## src/rtl/sat_pkg.sv

```systemverilog
// Shared definitions for the saturating accumulator.
//   state_t : ACCUM (taking beats) / HOLD (result presented, input stalled)
package sat_pkg;

    typedef enum logic {
        ACCUM = 1'b0,
        HOLD  = 1'b1
    } state_t;

endpackage

```

## src/rtl/sat_add_lane.sv

```systemverilog
// Combinational signed adder for one lane, with optional saturation.
//   a, b : signed operands (WIDTH bits)
//   sum  : clamped sum (SAT_EN=1) or wrapped sum (SAT_EN=0)
//   ovf  : signed overflow of a+b, flagged in both modes
module sat_add_lane #(
    parameter int WIDTH  = 32,
    parameter int SAT_EN = 1
) (
    input  logic [WIDTH-1:0] a,
    input  logic [WIDTH-1:0] b,
    output logic [WIDTH-1:0] sum,
    output logic             ovf
);

    localparam logic [WIDTH-1:0] MAX_POS = {1'b0, {(WIDTH-1){1'b1}}};
    localparam logic [WIDTH-1:0] MAX_NEG = {1'b1, {(WIDTH-1){1'b0}}};

    logic [WIDTH:0] wide;

    always_comb begin
        wide = {a[WIDTH-1], a} + {b[WIDTH-1], b};
        // Same-sign operands whose WIDTH-bit result flips sign have overflowed.
        ovf  = (a[WIDTH-1] == b[WIDTH-1]) && (wide[WIDTH-1] != a[WIDTH-1]);
        sum  = wide[WIDTH-1:0];
        if (ovf && (SAT_EN != 0))
            sum = a[WIDTH-1] ? MAX_NEG : MAX_POS;
    end

endmodule

```

## src/rtl/sat_accumulator.sv

```systemverilog
// Multi-lane streaming saturating accumulator.
// Each accepted beat adds in_data lane i into accumulator i; the beat marked
// in_last loads the final sums, sticky overflow flags and beat count into the
// output registers and the block holds them until out_ready.
//   clk, rst           : clock, asynchronous active-high reset
//   in_valid/in_ready  : input beat handshake (ready only while accumulating)
//   in_data, in_last   : LANES packed signed operands, end-of-group marker
//   out_valid/out_ready: result handshake
//   out_data           : per-lane final sums, same packing as in_data
//   out_ovf            : per-lane sticky overflow for the group
//   out_count          : beats in the group, saturating at 2^CNT_W-1
module sat_accumulator
    import sat_pkg::*;
#(
    parameter int WIDTH  = 32,
    parameter int LANES  = 4,
    parameter int CNT_W  = 8,
    parameter int SAT_EN = 1
) (
    input  logic                   clk,
    input  logic                   rst,
    input  logic                   in_valid,
    output logic                   in_ready,
    input  logic [LANES*WIDTH-1:0] in_data,
    input  logic                   in_last,
    output logic                   out_valid,
    input  logic                   out_ready,
    output logic [LANES*WIDTH-1:0] out_data,
    output logic [LANES-1:0]       out_ovf,
    output logic [CNT_W-1:0]       out_count
);

    localparam logic [CNT_W-1:0] CNT_MAX = '1;

    state_t state, state_nxt;

    logic [LANES-1:0][WIDTH-1:0] acc, sum, res;
    logic [LANES-1:0]            ovf, lane_ovf, res_ovf;
    logic [CNT_W-1:0]            count, count_inc, res_count;
    logic                        accept, done;

    for (genvar i = 0; i < LANES; i++) begin : g_lane
        sat_add_lane #(
            .WIDTH  (WIDTH),
            .SAT_EN (SAT_EN)
        ) u_add (
            .a   (acc[i]),
            .b   (in_data[i*WIDTH +: WIDTH]),
            .sum (sum[i]),
            .ovf (lane_ovf[i])
        );
    end

    assign accept    = in_valid && in_ready;
    assign done      = out_valid && out_ready;
    assign count_inc = (count == CNT_MAX) ? CNT_MAX : count + 1'b1;

    assign out_data  = res;
    assign out_ovf   = res_ovf;
    assign out_count = res_count;

    always_ff @(posedge clk or posedge rst) begin
        if (rst) state <= ACCUM;
        else     state <= state_nxt;
    end

    always_comb begin
        state_nxt = state;
        in_ready  = 1'b0;
        out_valid = 1'b0;
        case (state)
            ACCUM: begin
                // Held low while rst is asserted so nothing is taken in reset.
                in_ready = !rst;
                if (accept && in_last) state_nxt = HOLD;
            end
            HOLD: begin
                out_valid = 1'b1;
                if (out_ready) state_nxt = ACCUM;
            end
            default: state_nxt = ACCUM;
        endcase
    end

    // Saturation is applied at every beat, so results depend on beat order.
    always_ff @(posedge clk or posedge rst) begin
        if (rst) begin
            acc       <= '0;
            ovf       <= '0;
            count     <= '0;
            res       <= '0;
            res_ovf   <= '0;
            res_count <= '0;
        end else if (accept) begin
            acc   <= sum;
            ovf   <= ovf | lane_ovf;
            count <= count_inc;
            if (in_last) begin
                res       <= sum;
                res_ovf   <= ovf | lane_ovf;
                res_count <= count_inc;
            end
        end else if (done) begin
            // Result registers keep the last group; only running state clears.
            acc   <= '0;
            ovf   <= '0;
            count <= '0;
        end
    end

endmodule

```

## config.mk

```make
export PLATFORM = sky130hd
export DESIGN_NAME = sat_accumulator
export DESIGN_NICKNAME = d
export VERILOG_FILES = /design/src/rtl/sat_pkg.sv /design/src/rtl/sat_add_lane.sv /design/src/rtl/sat_accumulator.sv
export SDC_FILE = /design/constraint.sdc
export NUM_CORES = 1
export LEC_CHECK = 0
export ABC_AREA = 1
export CORE_ASPECT_RATIO = 0.7
export CORE_MARGIN = 3
export CORE_UTILIZATION = 59
export CTS_CLUSTER_SIZE = 25
export DETAILED_ROUTE_END_ITERATION = 6
export PLACE_DENSITY_LB_ADDON = 0.08
export SYNTH_ARGS = -nofsm -noshare
export SYNTH_HDL_FRONTEND = slang
export SYNTH_HIERARCHICAL = 1
export SYNTH_SLANG_ARGS = --single-unit
```

## constraint.sdc

```tcl
create_clock -name clk -period 13.62 [get_ports clk]
set_input_delay 1.362 -clock clk [delete_from_list [all_inputs] [get_ports clk]]
set_output_delay 1.362 -clock clk [all_outputs]
set_load 0.005 [all_outputs]
```

==> flow_metrics.tcl <==
set metrics [dict create \
    outcome "finished, final reports clean" \
    post-route-period-util_pct 29.2 \
    die_area_sq_um 39800 \
    synth-seq-cells 281 \
    syn_inst 3301 \
    drc_errors 0 \
    maxSlewViolCount 0 \
    worstPathArrival_ps 2610 \
    place_hpwl_um 50400 \
    area_growth_pct 16.9 \
    cts.reportedPaths.clkPinSlew_ps 60 \
    clk_latency_ps 590 \
    synth.distinct_cells 35 \
    root_buffer "clkbuf_16" \
    nets 3794 \
    p_int_mw 3.17 \
    hold_path.class "reg2reg" \
    cts_tree "done" \
    synth_area_sq_um 22100 \
    io_pins 275 \
    yosys-top-cells-area "dfrtp_1 32%, nand2_1 21%, inv_1 10%" \
    fin_crit_ps 3970 \
    cts_made_buffers 28 \
    cts_resized 0 \
    synth_flop_cell "dfrtp_1" \
    grt_antenna_before_repair 2 \
    placed_area_sq_um 24800 \
    synth-adder-area-share_pct 7.46 \
    avgSynthCellArea_sq_um 6.68 \
    end_kind "primary output" \
    setup_viol 0 \
    yosys.area_share.xor_xnor_pct 2.26 \
    reg2reg_slack_ps 10720 \
    ys_warn_count 6 \
    grt_util_met1_pct 49.4 \
    pwr-share-comb_pct 62.3 \
    layout_commonest_cell "nand2_1" \
    grt_max_degree 161 \
    htreeDepth 1 \
    finalWirelength_um 65700 \
    port_buffers 274 \
    rsz0062_at_grt "false" \
    layout_common_cells "1245 x nand2_1, 593 x inv_1, 281 x dfrtp_1" \
    switching_share_pct 48.6 \
    fin_skew_ps 11.8 \
    grt-ovfl-total 0 \
    post_cts_buffers 0 \
    track_usage_pct 32.5 \
    synth_top_family_by_area "simple AND/OR/NAND/NOR gates" \
    holdPathStages 2 \
    avgRoutedWirePerCell_um 16.3 \
    first_pass_iters 6 \
    place_congestion 1.04 \
    synth.largest_area_cell "dfrtp_1" \
    maxCapViolCount 0 \
    postRouteAntennaNets 0 \
    hold_violations 0 \
    tightest_slew_ps 1220 \
    tns_ps 0 \
    clockPowerShare_pct 13.6 \
    muxShareOfSynthArea_pct 0 \
    die_h_um 168 \
    vias_per_cell 5.43 \
    vdd_drop_max_uv 163 \
    crit_required_ps 12260 \
    min_to "out_data[3]" \
    gr-max-usage-layer "met1" \
    postSynthNetCount 3563 \
    max_freq_ghz 0.252 \
    grt_pass1_vias 20084 \
    worst_r2r_endpoint "acc[126]" \
    clkSinkCount 281 \
    final_area_sq_um 25800 \
    p_seq_share_pct 24.1 \
    p_per_area_nw_per_um2 239 \
    cp_max_fo 2 \
    synth_edf_count 0 \
    coreArea_sq_um 36400 \
    synth_top_area_share_pct 31.9 \
    path_class "in2out" \
    relSlewSlack_pct 19.0 \
    rr_worst_depth 11 \
    p_leak_nw 14.3 \
    worst_setup_path_start_kind "primary input" \
    drive_gt1_share_pct 7.65 \
    cts_hold_buf 0 \
    start_util_pct 60.7 \
    synthSimpleGateAreaFrac_pct 32.8 \
    row_count 58 \
    use_met2_pct 48.8 \
    rr_startpoint "acc[122]" \
    die_x_um 237 \
    grt_util_met3_pct 5.00 \
    min_from "out_data[3]" \
    grt_pass1_wl_um 106000 \
    p_sw_mw 2.99 \
    async_flop_share_pct 100 \
    first_iter_violations 2249 \
    vias 21909 \
    clockBufferDepth 3 \
    synth_compound_area_share_pct 12.3 \
    yosysSeqAreaShare_pct 31.9 \
]
## per-layer routing
metal | part of all wire [%] | vias up | wire length [um]
li1 | - | 10672 | -
met1 | 47 | 10256 | 30700
met2 | 43 | 890 | 28000
met3 | 8.4 | 91 | 5530
met4 | 2.4 | 0 | 1570
met5 | 0 | - | 0
## power by group through the flow
| stage | Clock, mW | Combinational (mW) | Sequential [mW] |
|---|---|---|---|
| floorplan | 0 | 2.62 | 1.43 |
| global placement | 0 | 3.66 | 1.48 |
| detailed placement | 0 | 3.77 | 1.49 |
| CTS | 0.854 | 3.79 | 1.48 |
| global route | 0.887 | 4.29 | 1.53 |
| finish | 0.840 | 3.84 | 1.49 |
## synth_stat cells, types with 8 or more instances
cell	number
o21ai_0	162
nand3_1	188
nand4_1	24
xnor2_1	52
buf_2	14
clkbuf_1	13
nor2_2	8
nand2_1	1245
dfrtp_1	281
a21oi_1	76
buf_6	47
nand3_2	8
nand3b_1	20
nor2_1	161
o21bai_1	8
nand2_2	16
inv_1	594
ha_1	125
and2_1	8
a21oi_2	8
o21ai_2	146
nor3_1	32
o21ai_1	17
## registers in the layout, summed over array words and instances (netlist names)
register	cells
acc	128
count	8
out_count	8
out_data	128
out_ovf	4
ovf	4
state	1
## cells by family after synthesis
| family | after synthesis |
|---|---|
| adders and majority gates | 129 |
| DFF | 281 |
| buffers and inverters | 679 |
| and+or+nand+nor | 1734 |
| AOI/OAI and AO/OA | 421 |
| xor gates and xnor gates | 57 |
## area by class of cell
class	count	area [sq um]
Antenna cell	2	5.00
Sequential cell	281	7030
Multi-Input combinational cell	2341	12100
Tap cell	480	601
Fill cell	3043	10600
Timing Repair Buffer	279	2790
Inverter	601	2270
Clock buffer	33	739
Clock inverter	19	239
## stage by stage
step / worst slack (ps) / util [%] / cells / power (mW) / hold WS [ps]
floorplan: 4510 / - / 3301 / 4.05 / 459
global placement: 9290 / 68.2 / 3982 / 5.14 / 465
detailed placement: 9160 / 68.2 / 3982 / 5.25 / 467
CTS: 9640 / 70.9 / 4034 / 6.13 / 483
global route: 9550 / 70.9 / 4036 / 6.70 / 497
finish: 9650 / 70.9 / 4036 / 6.17 / 479
## critical path, stage by stage
cell and delay, ps:
clkdlybuf4s50_1 550, nor2_4 190, clkdlybuf4s50_1 510
## how the worst max path moves through the flow
stage | startpoint | to | slack (ps)
after floorplan | rst | acc[0] | 4510
after global placement | rst | out_count[2] | 9290
after detailed placement | rst | out_data[123] | 9160
after CTS | rst | in_ready | 9640
after global routing | rst | out_data[82] | 9550
final | rst | in_ready | 9650
Power figures use the tool's default switching activity.
